**src/rtl/decoder24_low_seq_if.sv**
```systemverilog
// decoder24_low_seq_if
// Groups the command handshake and the decoded outputs of decoder24_low_seq.
//   scan_en    : request scan mode
//   in_valid   : command code valid
//   in_ready   : decoder can accept a command
//   y          : 2-bit command code
//   w          : active-low one-cold decoded output (4'b1111 = none)
//   code       : code currently driven on w (0 when inactive)
//   busy       : decoder is in a pulse or a scan
//   frame_done : one-clock pulse when the scan wraps 3 -> 0
// master = the side issuing commands; slave = the decoder.
interface decoder24_low_seq_if;
  logic       scan_en;
  logic       in_valid;
  logic       in_ready;
  logic [1:0] y;
  logic [3:0] w;
  logic [1:0] code;
  logic       busy;
  logic       frame_done;

  modport master (
    output scan_en, in_valid, y,
    input  in_ready, w, code, busy, frame_done
  );

  modport slave (
    input  scan_en, in_valid, y,
    output in_ready, w, code, busy, frame_done
  );
endinterface

```
**src/rtl/decoder24_low_seq.sv**
```systemverilog
// decoder24_low_seq
// Sequenced 2-to-4 decoder with active-low one-cold outputs. In command mode
// a code taken through a valid/ready handshake is driven for PULSE_LEN clocks;
// in scan mode codes 0..3 are stepped through, DWELL clocks each.
// Ports:
//   clk : system clock, rising edge
//   rst : asynchronous active-high reset
//   bus : decoder24_low_seq_if.slave (scan_en, in_valid, y in;
//         in_ready, w, code, busy, frame_done out)
module decoder24_low_seq #(
  parameter int PULSE_LEN = 3,
  parameter int DWELL     = 4
) (
  input  logic                  clk,
  input  logic                  rst,
  decoder24_low_seq_if.slave    bus
);

  typedef enum logic [1:0] {
    IDLE  = 2'd0,
    PULSE = 2'd1,
    SCAN  = 2'd2
  } state_t;

  localparam logic [7:0] PULSE_LAST = 8'(PULSE_LEN - 1);
  localparam logic [7:0] DWELL_LAST = 8'(DWELL - 1);
  localparam logic [3:0] W_NONE     = 4'b1111;

  state_t     state_q, state_d;
  logic [7:0] cnt_q,   cnt_d;
  logic [3:0] w_q,     w_d;
  logic [1:0] code_q,  code_d;
  logic       busy_q,  busy_d;
  logic       fd_q,    fd_d;

  // Active-low one-cold pattern for a code.
  function automatic logic [3:0] decode(input logic [1:0] c);
    return ~(4'b0001 << c);
  endfunction

  always_ff @(posedge clk or posedge rst) begin
    if (rst) begin
      state_q <= IDLE;
      cnt_q   <= 8'd0;
      w_q     <= W_NONE;
      code_q  <= 2'd0;
      busy_q  <= 1'b0;
      fd_q    <= 1'b0;
    end else begin
      state_q <= state_d;
      cnt_q   <= cnt_d;
      w_q     <= w_d;
      code_q  <= code_d;
      busy_q  <= busy_d;
      fd_q    <= fd_d;
    end
  end

  always_comb begin
    state_d = state_q;
    cnt_d   = cnt_q;
    w_d     = w_q;
    code_d  = code_q;
    busy_d  = busy_q;
    fd_d    = 1'b0;
    unique case (state_q)
      IDLE: begin
        // scan_en wins over in_valid; in_ready is low then, so no handshake.
        if (bus.scan_en) begin
          state_d = SCAN;
          cnt_d   = 8'd0;
          code_d  = 2'd0;
          w_d     = decode(2'd0);
          busy_d  = 1'b1;
        end else if (bus.in_valid) begin
          state_d = PULSE;
          cnt_d   = 8'd0;
          code_d  = bus.y;
          w_d     = decode(bus.y);
          busy_d  = 1'b1;
        end else begin
          cnt_d   = 8'd0;
          code_d  = 2'd0;
          w_d     = W_NONE;
          busy_d  = 1'b0;
        end
      end
      PULSE: begin
        // Returning to IDLE guarantees one all-high clock between pulses.
        if (cnt_q == PULSE_LAST) begin
          state_d = IDLE;
          cnt_d   = 8'd0;
          code_d  = 2'd0;
          w_d     = W_NONE;
          busy_d  = 1'b0;
        end else begin
          cnt_d   = cnt_q + 8'd1;
        end
      end
      SCAN: begin
        if (!bus.scan_en) begin
          state_d = IDLE;
          cnt_d   = 8'd0;
          code_d  = 2'd0;
          w_d     = W_NONE;
          busy_d  = 1'b0;
        end else if (cnt_q == DWELL_LAST) begin
          cnt_d   = 8'd0;
          code_d  = code_q + 2'd1;
          w_d     = decode(code_q + 2'd1);
          fd_d    = (code_q == 2'd3);
        end else begin
          cnt_d   = cnt_q + 8'd1;
        end
      end
      default: begin
        state_d = IDLE;
        cnt_d   = 8'd0;
        code_d  = 2'd0;
        w_d     = W_NONE;
        busy_d  = 1'b0;
      end
    endcase
  end

  assign bus.in_ready   = (state_q == IDLE) && !bus.scan_en;
  assign bus.w          = w_q;
  assign bus.code       = code_q;
  assign bus.busy       = busy_q;
  assign bus.frame_done = fd_q;

endmodule

```
**src/flat_wrapper.sv**
```systemverilog
// flat-port wrapper written by rule: the top's interface ports become plain ports
module decoder24_low_seq_flat 
#(
  parameter int PULSE_LEN = 3,
  parameter int DWELL     = 4
)
  (clk, rst, bus_scan_en, bus_in_valid, bus_y, bus_in_ready, bus_w, bus_code, bus_busy, bus_frame_done);
  decoder24_low_seq_if bus_i ();
  input  logic clk;
  input  logic rst;
  input wire logic [$bits(bus_i.scan_en)-1:0] bus_scan_en;
  input wire logic [$bits(bus_i.in_valid)-1:0] bus_in_valid;
  input wire logic [$bits(bus_i.y)-1:0] bus_y;
  output wire logic [$bits(bus_i.in_ready)-1:0] bus_in_ready;
  output wire logic [$bits(bus_i.w)-1:0] bus_w;
  output wire logic [$bits(bus_i.code)-1:0] bus_code;
  output wire logic [$bits(bus_i.busy)-1:0] bus_busy;
  output wire logic [$bits(bus_i.frame_done)-1:0] bus_frame_done;
  assign bus_i.scan_en = bus_scan_en;
  assign bus_i.in_valid = bus_in_valid;
  assign bus_i.y = bus_y;
  assign bus_in_ready = bus_i.in_ready;
  assign bus_w = bus_i.w;
  assign bus_code = bus_i.code;
  assign bus_busy = bus_i.busy;
  assign bus_frame_done = bus_i.frame_done;
  decoder24_low_seq #(.PULSE_LEN(PULSE_LEN), .DWELL(DWELL)) u_core (.clk(clk), .rst(rst), .bus(bus_i));
endmodule
```
**config.mk**
```make
export PLATFORM = sky130hd
export DESIGN_NAME = decoder24_low_seq_flat
export DESIGN_NICKNAME = d
export VERILOG_FILES = /design/src/rtl/decoder24_low_seq_if.sv /design/src/rtl/decoder24_low_seq.sv /design/src/flat_wrapper.sv
export SDC_FILE = /design/constraint.sdc
export NUM_CORES = 1
export LEC_CHECK = 0
export BUFFER_PORTS_ARGS = -buffer_cell sky130_fd_sc_hd__buf_4
export CAP_MARGIN = 0
export CORE_MARGIN = 5
export CORE_UTILIZATION = 45
export CTS_BUF_LIST = sky130_fd_sc_hd__clkbuf_4 sky130_fd_sc_hd__clkbuf_8
export DETAILED_ROUTE_END_ITERATION = 8
export PLACE_DENSITY = 0.72
export SLEW_MARGIN = 10
export SYNTH_ARGS = -nofsm -noshare
export SYNTH_HDL_FRONTEND = slang
export SYNTH_SLANG_ARGS = --single-unit
```
**constraint.sdc**
```tcl
create_clock -name clk -period 2.4 [get_ports clk]
set_clock_uncertainty 0.2 [all_clocks]
set_input_delay 0.48 -clock clk [delete_from_list [all_inputs] [get_ports clk]]
set_output_delay 0.48 -clock clk [all_outputs]
set_load 0.01 [all_outputs]
```
== Yosys cells after proc, flatten, opt, wreduce, memory -nomap -nowiden ==
Index checks and enable logic that the tools add are counted.
Operators by class
  add/subtract/negate cells: 2
  shift operators: 2
  bitwise gates (word level): 2
  mux-type cells: 28
  equality and inequality tests: 9
  reduce and logical (&&, ||, !) cells: 6
Operators with widths (count)
  $mux W8: 3
  $mux W4: 5
  $eq A8 B2 Y1 const B: 2
  $mux W2: 8
  $pmux W8 S2: 1
  $pmux W2 S3: 2
  $pmux W4 S3: 1
  $add A8 B1 Y8 const B: 1
  $not A4 Y4: 2
  $shl A1 B2 Y4 const A: 2
  $mux W1: 7
  $eq A2 B2 Y1 const B: 2
  $reduce_and A2 Y1: 2
  $ne A3 B2 Y1 const B: 1
  $ne A3 B3 Y1 const B: 1
  $pmux W1 S3: 1
  $reduce_and A3 Y1: 1
  $add A2 B1 Y2 const B: 1
  $eq A2 B1 Y1 const B: 1
  $logic_not A2 Y1: 1
  $ne A2 B1 Y1 const B: 1
  $ne A2 B2 Y1 const B: 1
  $logic_and A1 B1 Y1: 1
  $logic_not A1 Y1: 1
Word-level totals
  logic and storage cells: 55
  register bits: 18

== Logic depth before layout (Yosys ltp) ==
Gate-level depths: netlist of run 1.
  depth after elaboration: 6
  depth in mapped cells: 6
  depth with buffers taken out: 6

== Least setup slack after synthesis of run 1 ==
OpenSTA, ideal clock, no wires.
  kind: register to register
  start point: register u_core.cnt_q[3]
  end point: register u_core.code_q[0] (netlist: u_core.bus.code[0])
  cell stages (with the launch flop): 5
  data required time: 2.075 ns
  arrival: 1.501 ns
  slack: 0.574 ns
  setup time: 0.125 ns
  path buffers: 0
  cell sequence: dfrtp_1 -> nor4_4 -> a31oi_4 -> nor2_8 -> mux2_4
On the way
  word-level cells in the longest chain between the ends: 3
RTL lines
  start: declaration: line decoder24_low_seq.sv:30  | logic [7:0] cnt_q, cnt_d;
  start signal: assignment: line decoder24_low_seq.sv:51  | cnt_q <= cnt_d;
  $eq A8 B2 Y1, on equally long branches: line decoder24_low_seq.sv:107, decoder24_low_seq.sv:90
  $ne A3 B2 Y1 (no source line) / $ne A2 B1 Y1 (equally long branches)
  $reduce_and A2 Y1 (no source line) (*)
  end signal: assignment: line decoder24_low_seq.sv:53  | code_q <= code_d;
  end: declaration: line decoder24_low_seq.sv:32  | logic [1:0] code_q, code_d;
Every way passes the cells marked *; elsewhere a longest branch is shown, timed or not.
A chain may end at the register's enable or synchronous reset.

== Worst setup path after layout of run 1 ==
  start point: register u_core.state_q[1]
  end point: output port bus_in_ready
On the way
  word-level cells in the longest chain between the ends: 2
RTL lines
  start: declaration: line decoder24_low_seq.sv:29  | state_t state_q, state_d;
  start signal: assignment: line decoder24_low_seq.sv:50  | state_q <= state_d;
  $logic_not A2 Y1: line decoder24_low_seq.sv:126  | assign bus.in_ready = (state_q == IDLE) && !bus.scan_en;
  $logic_and A1 B1 Y1: line decoder24_low_seq.sv:126
  end: declaration: line flat_wrapper.sv:14  | output wire logic [$bits(bus_i.in_ready)-1:0] bus_in_ready;
No other way between the ends.

==> flow_metrics.tcl, run 1 <==
set metrics [dict create \
    vdd_ir_drop_max_mv 0.5631 \
    layout_common_cells "buf_4 (14), dfrtp_1 (14), nor2_1 (12)" \
    fin_crit_ns 2.242 \
    grt_pass1_wl_um 3436 \
    clock_sinks 18 \
    hold_path.class "in -> async" \
    grt_overflow 0 \
    cts_buffer_depth 2 \
    worstSetupPathType "reg -> out" \
    syn-cell-area_sq_um 1065 \
    cts-root-buf "clkbuf_4" \
    drv_cap 0 \
    routabilityCongestion 0.7911 \
    post_drt_wl_per_cell_um 14.01 \
    grt_max_degree 19 \
    rows 17 \
    rsz0062_at_grt "no" \
    cts_buffers 3 \
    io_pins 15 \
    ctsHoldBuffers 0 \
    vias 779 \
    synth_seq_area_share_pct 42.77 \
    cellLeakagePower_nw 0.5722 \
    clk_pin_slew_ns 0.10 \
    yosysWarningCount 0 \
    cp-start-kind "flip-flop" \
    drtIter0Drc 18 \
    htreeDepth 1 \
    antenna_cells 0 \
    syn_inst 99 \
    slew-limit-headroom_pct 55.47 \
    syn_to_final_growth_pct 15.63 \
    final_util_pct 55.13 \
    p_per_area_nw_per_um2 902.4 \
    required_ns 1.72 \
    die_x_um 58.65 \
    finalCritPeriodShare_pct 93.42 \
    drive_above_1_share_pct 27.59 \
    drc 0 \
    routed-wl-met3_um 149 \
    start_util_pct 47.68 \
    wl_met1_um 857 \
    cts_setup_buffers 0 \
    met2_wirelength_um 960 \
    endpoint_kind "primary output" \
    tritoncts "built" \
    synth-seq-cells 18 \
    mappedNetlistNets 114 \
    crit_start "u_core.state_q[1]$_DFFE_PP0P_" \
    synth-edff-count 0 \
    synth_top_area_share_pct 32.90 \
    die-area_sq_um 3439 \
    cts_resized 0 \
    synthFlopType "dfrtp_1" \
    synth.area.top_cells "dfrtp_1 (33%), ha_1 (11%), dfstp_2 (9.9%)" \
    drt_pass1_iterations 4 \
    hold_viol_final 0 \
    hpwl_um 1550 \
    fin_nets 132 \
    async_flop_share_pct 100.0 \
    first_global_vias 786 \
    portBuffers 14 \
    path_max_fanout 7 \
    critPathArrivalTime_ns 1.56 \
    synth.distinct_cells 30 \
    drv_slew 0 \
    max_freq_mhz 446.0 \
    clk_latency_ns 0.30 \
    core_area_sq_um 2233 \
    ant_nets 0 \
    synth_top_area_cell "dfrtp_1" \
    maxUsedRoutingLayer "met4" \
    status "finished clean" \
    grt_use_total_pct 13.15 \
    worst_pin_slew_ns 0.6672 \
    fin_tns_setup_ns 0 \
    avgSynthCellArea_sq_um 10.76 \
    r2r_start "u_core.state_q[0]$_DFFE_PP0P_" \
    totalWireLength_um 2017 \
    die_h_um 58.65 \
    setup_violations 0 \
    antenna_found_initial 0 \
    viasPerCell 5.410 \
]
-- path summary, 6_finish.rpt --
path                       depth (start not counted)                             end  slack, ns
max                                                4                    bus_in_ready       0.16
min                                                2       u_core.cnt_q[7]$_DFF_PP0_       0.07
max reg2reg                                        6  u_core.bus.code[0]$_DFFE_PP0P_       0.44
min reg2reg                                        1       u_core.cnt_q[0]$_DFF_PP0_       0.31
max in group asynchronous                          2   u_core.state_q[0]$_DFFE_PP0P_       1.51
min in group clk                                   3   u_core.state_q[1]$_DFFE_PP0P_       0.26
-- kinds of logic after synthesis --
| family | count (synthesis) | share of synthesized area [%] |
|---|---|---|
| XOR/XNOR | 6 | 4.936 |
| adder cells (fa/ha/maj) | 9 | 10.58 |
| buffers and inverters | 9 | 3.173 |
| AO/OA/AOI/OAI | 18 | 12.34 |
| AND/OR/NAND/NOR | 33 | 18.21 |
| multiplexers | 6 | 7.990 |
| flip-flops | 18 | 42.77 |
-- critical path, stage by stage, from the launching register on --
cell	delay [ns]
dfrtp_1	0.41
inv_1	0.09
ha_1	0.27
nor2b_1	0.31
buf_4	0.18
-- power by group --
part / total, mW / leakage (nW) / internal, mW / switching, mW
Sequential: 0.433 / 0.232 / 0.377 / 0.0555
Clock: 0.171 / 0.0184 / 0.0761 / 0.0946
Combinational: 0.507 / 0.321 / 0.234 / 0.274
Total: 1.11 / 0.572 / 0.687 / 0.424
-- layout make-up --
cell class                 count  area [sq um]
inverter                       8         30.03
sequential                    18         455.4
tap                           28         35.03
multi-input combinational     72         575.6
timing repair buffer          14         105.1
clock buffer                   4         30.03
fill                         202          1002
-- state kept, by name, summed over array words and instances (netlist names) --
| register | flops |
|---|---|
| u_core.bus.code | 2 |
| u_core.bus.busy | 1 |
| u_core.state_q | 2 |
| u_core.cnt_q | 8 |
| u_core.bus.frame_done | 1 |
| u_core.bus.w | 4 |
-- through the flow --
stage / setup slack [ns] / instance area (sq um) / power, mW / hold WS [ns] / instances
4_1_cts: 0.1837 / 1231 / 1.119 / 0.1037 / 144
6_report: 0.1580 / 1231 / 1.111 / 0.06831 / 144
3_3_place_gp: 0.5133 / 1201 / 0.9274 / 0.2966 / 140
2_1_floorplan: 0.5743 / 1065 / 0.7892 / 0.2157 / 99
3_5_place_dp: 0.4663 / 1201 / 0.9469 / 0.3036 / 140
5_1_grt: 0.05934 / 1231 / 1.193 / 0.1073 / 144
-- synthesized netlist by cell type (3+ instances only) --
library cell  count
dfrtp_1          14
nor2_1           12
ha_1              9
inv_1             8
o21ai_0           7
nand2_1           6
mux2_4            5
dfstp_2           4
a21oi_1           3
nand3_1           3
xnor2_1           3
xor2_1            3
-- metal layers --
metal	GRT usage [%]	vias up
li1	-	379
met1	14.83	364
met2	21.69	28
met3	5.263	8
met4	6.149	0
met5	0	-
Note: power is estimated with default switching activity, not from simulation.
==> run 2: changes to the inputs <==
BUFFER_PORTS_ARGS = -buffer_cell sky130_fd_sc_hd__buf_2   (was -buffer_cell sky130_fd_sc_hd__buf_4)
==> run 2 against run 1 <==
  * Combinational power is 6.7% lower
  * Clock power increased by 9%
  * Largest cell class unchanged
  * Sequential share of layout area increased by 0.89 points
  * Count of clock-buffer cells in the layout is the same
  * Non-clock buffer count unchanged
  * Die area unchanged
  * Design area fell by 2.3%
  * Critical path depth unchanged
  * Sequential power down 1%
  * Largest power group unchanged
  * Utilization decreased by 1.3 points
  * Global-route usage down 0.90 points
  * Critical path type unchanged
==> flow_metrics.tcl, run 2 (synthesized netlist as in run 1, its figures left out) <==
set metrics [dict create \
    status "finished clean" \
    finalCritPeriodShare_pct 89.68 \
    hold_path.class "in -> async" \
    first_global_vias 751 \
    htreeDepth 1 \
    wl_met1_um 770 \
    max_stage_delay_ns 0.39 \
    die_h_um 58.65 \
    drv_slew 0 \
    antenna_cells 0 \
    path_max_fanout 7 \
    drive_above_1_share_pct 27.59 \
    fin_nets 132 \
    setup_violations 0 \
    worst_pin_slew_ns 0.6703 \
    die_x_um 58.65 \
    grt_pass1_wl_um 3229 \
    drv_cap 0 \
    grt_max_degree 19 \
    cts_resized 0 \
    vias 745 \
    rsz0062_at_grt "no" \
    cts_buffers 3 \
    met2_wirelength_um 989 \
    endpoint_kind "primary output" \
    max_freq_mhz 464.6 \
    hold_viol_final 0 \
    ant_nets 0 \
    rrSetupSlack_ns 0.44 \
    vdd_ir_drop_max_mv 0.4998 \
    slew-limit-headroom_pct 55.26 \
    ctsHoldBuffers 0 \
    tritoncts "built" \
    maxUsedRoutingLayer "met4" \
    routabilityCongestion 0.7640 \
    cp-start-kind "flip-flop" \
    cellLeakagePower_nw 0.5626 \
    clock_sinks 18 \
    layout_common_cells "buf_2 (14), dfrtp_1 (14), nor2_1 (12)" \
    syn_to_final_growth_pct 12.93 \
    path_delay_family "flip-flops" \
    critPathArrivalTime_ns 1.47 \
    fin_tns_setup_ns 0 \
    cts_buffer_depth 2 \
    p_per_area_nw_per_um2 904.6 \
    die-area_sq_um 3439 \
    hpwl_um 1464 \
    clk_pin_slew_ns 0.10 \
    cp_num_buf_inv 2 \
    grt_overflow 0 \
    portBuffers 14 \
    cts-root-buf "clkbuf_4" \
    regMostFlops "u_core.cnt_q" \
    viasPerCell 5.174 \
    antenna_found_initial 0 \
    final_util_pct 53.84 \
    rows 17 \
    routed-wl-met3_um 137 \
    post_drt_wl_per_cell_um 13.22 \
    grt_use_total_pct 12.26 \
    cp_slowest_cell "dfrtp_1" \
    largest_reg_flops 8 \
    cts_setup_buffers 0 \
    drt_pass1_iterations 4 \
    drtIter0Drc 13 \
    fin_crit_ns 2.152 \
    worstPathCellList "inv_1 -> ha_1 -> nor2b_1 -> buf_2" \
    drc 0 \
    core_area_sq_um 2233 \
    required_ns 1.72 \
    clk_latency_ns 0.29 \
    io_pins 15 \
    totalWireLength_um 1904 \
    fin_hold_ws_ns 0.06183 \
    worstSetupPathType "reg -> out" \
    start_util_pct 47.68 \
]
[run 2: worst paths after layout]
check,start,cells after the start,end
min,rst,2,u_core.cnt_q[4]$_DFF_PP0_
max in group asynchronous,rst,2,u_core.bus.busy$_DFFE_PP0P_
max,u_core.state_q[0]$_DFFE_PP0P_,4,bus_in_ready
min reg2reg,u_core.cnt_q[0]$_DFF_PP0_,1,u_core.cnt_q[0]$_DFF_PP0_
max reg2reg,u_core.state_q[0]$_DFFE_PP0P_,6,u_core.bus.code[0]$_DFFE_PP0P_
min in group clk,bus_scan_en,3,u_core.state_q[1]$_DFFE_PP0P_
[run 2: layer usage]
layer / global-route usage (%) / vias up
met5: 0 / -
met4: 1.942 / 0
met3: 5.482 / 2
met2: 22.33 / 14
met1: 13.24 / 355
li1: - / 374
[run 2: per-stage QoR]
step | std cells | area [sq um] | total power [mW] | setup WS [ns]
5_1_grt | 144 | 1202 | 1.177 | 0.09002
3_5_place_dp | 140 | 1166 | 0.9161 | 0.4629
6_report | 144 | 1202 | 1.088 | 0.2476
3_3_place_gp | 140 | 1166 | 0.8987 | 0.5128
4_1_cts | 144 | 1202 | 1.106 | 0.2196
2_1_floorplan | 99 | 1065 | 0.7892 | 0.5743
[run 2: final cells by class]
class | instances | area, sq um
inverter | 8 | 30.03
sequential | 18 | 455.4
timing repair buffer | 14 | 70.07
clock buffer | 4 | 36.28
multi-input combinational | 72 | 575.6
tap | 28 | 35.03
fill | 209 | 1031
[run 2: where the power goes]
part,internal [mW],switching [mW],leakage (nW)
clock network,0.0925,0.0944,0.0210
logic,0.208,0.265,0.309
registers,0.377,0.0504,0.232
total,0.678,0.410,0.563
==> run 3: changes to the inputs <==
BUFFER_PORTS_ARGS = -buffer_cell sky130_fd_sc_hd__clkbuf_2   (was -buffer_cell sky130_fd_sc_hd__buf_2)
==> run 3 against run 2 <==
  * Fmax shrank 0.96%
  * Total power shrank 1.6%
  * Via count shrank 0.94%
  * Utilization shrank 0.28 points
  * Cell count is the same
  * Largest cell class unchanged
  * Combinational power shrank 1%
  * Global-route usage grew 0.26 points
  * Hold slack lost 0.023 ns
  * Clock power shrank 7%
==> flow_metrics.tcl, run 3 (synthesized netlist as in run 1, its figures left out) <==
set metrics [dict create \
    status "finished clean" \
    core_area_sq_um 2233 \
    fin_nets 132 \
    totalWireLength_um 1893 \
    rows 17 \
    rsz0062_at_grt "no" \
    cts_buffer_depth 2 \
    cts_buffers 3 \
    path_max_fanout 7 \
    hpwl_um 1479 \
    hold_path.class "in -> async" \
    cts_setup_buffers 0 \
    drive_above_1_share_pct 27.59 \
    drv_slew 0 \
    critPathArrivalTime_ns 1.49 \
    drv_cap 0 \
    clock_sinks 18 \
    tritoncts "built" \
    grt_pass1_wl_um 3270 \
    ctsHoldBuffers 0 \
    htreeDepth 1 \
    regMostFlops "u_core.cnt_q" \
    cellLeakagePower_nw 0.5631 \
    hold_viol_final 0 \
    ant_nets 0 \
    die_h_um 58.65 \
    fin_crit_ns 2.173 \
    cts-root-buf "clkbuf_4" \
    cp-start-kind "flip-flop" \
    antenna_cells 0 \
    endpoint_kind "primary output" \
    drtIter0Drc 14 \
    viasPerCell 5.125 \
    worstSetupPathType "reg -> out" \
    syn_to_final_growth_pct 12.34 \
    post_drt_wl_per_cell_um 13.15 \
    cts_resized 0 \
    drc 0 \
    required_ns 1.72 \
    fin_tns_setup_ns 0 \
    die_x_um 58.65 \
    vias 738 \
    finalPower_mw 1.071 \
    clk_latency_ns 0.30 \
    grt_overflow 0 \
    layout_common_cells "clkbuf_2 (14), dfrtp_1 (14), nor2_1 (12)" \
    worst_pin_slew_ns 0.6697 \
    vdd_ir_drop_max_mv 0.4725 \
    die-area_sq_um 3439 \
    max_freq_mhz 460.1 \
    grt_use_total_pct 12.52 \
    first_global_vias 744 \
    io_pins 15 \
    start_util_pct 47.68 \
    setup_violations 0 \
    portBuffers 14 \
    antenna_found_initial 0 \
    grt_max_degree 19 \
    clk_pin_slew_ns 0.11 \
    finalCritPeriodShare_pct 90.55 \
    routabilityCongestion 0.7722 \
    slew-limit-headroom_pct 55.30 \
    largest_reg_flops 8 \
    drt_pass1_iterations 4 \
    p_per_area_nw_per_um2 895.0 \
]
run 3: cell types whose count changed in the layout (fill, tap and decap cells not counted), sizes merged:
cell,previous run,this run
buf,14,0
clkbuf,4,18
run 3: final timing paths:
kind                                          startpoint                             end  slack [ns]  depth (start not counted)
max                        u_core.state_q[1]$_DFFE_PP0P_                    bus_in_ready        0.23                          4
min                                                  rst  u_core.bus.code[0]$_DFFE_PP0P_        0.04                          2
max reg2reg                u_core.state_q[0]$_DFFE_PP0P_  u_core.bus.code[0]$_DFFE_PP0P_        0.46                          6
min reg2reg                    u_core.cnt_q[0]$_DFF_PP0_       u_core.cnt_q[0]$_DFF_PP0_        0.32                          1
max in group asynchronous                            rst   u_core.state_q[0]$_DFFE_PP0P_        1.53                          2
min in group clk                             bus_scan_en   u_core.state_q[1]$_DFFE_PP0P_        0.26                          3
run 3: critical path: stages (launching register included):
cell and delay [ns]:
dfrtp_1 0.41, inv_1 0.09, ha_1 0.24, nor2b_1 0.27, clkbuf_2 0.18
run 3: area by class of cell:
cell class / count / area, sq um
Fill cell: 200 / 1037
Multi-Input combinational cell: 72 / 575.6
Sequential cell: 18 / 455.4
Timing Repair Buffer: 14 / 70.07
Tap cell: 28 / 35.03
Clock buffer: 4 / 30.03
Inverter: 8 / 30.03
run 3: stage by stage:
| step | util [%] | instances | hold WS (ns) | setup WS, ns | area (sq um) |
|---|---|---|---|---|---|
| after CTS | 53.56 | 144 | 0.07486 | 0.2311 | 1196 |
| final | 53.56 | 144 | 0.03852 | 0.2267 | 1196 |
| after detailed placement | 52.21 | 140 | 0.3069 | 0.4688 | 1166 |
| after global placement | 52.21 | 140 | 0.2987 | 0.5135 | 1166 |
| after global routing | 53.56 | 144 | 0.1061 | 0.1057 | 1196 |
| after floorplan | - | 99 | 0.2157 | 0.5743 | 1065 |
run 3: metal layers:
layer	track usage, %	routed length (um)	share of wire [%]
met1	14.71	827	44
met2	22.01	933	49
met3	4.825	123	6.5
met4	1.942	9	0.48
met5	0	0	0
run 3: power breakdown:
group | internal (mW) | leakage, nW | switching [mW]
logic | 0.206 | 0.312 | 0.261
clock network | 0.0760 | 0.0184 | 0.0982
registers | 0.377 | 0.232 | 0.0525
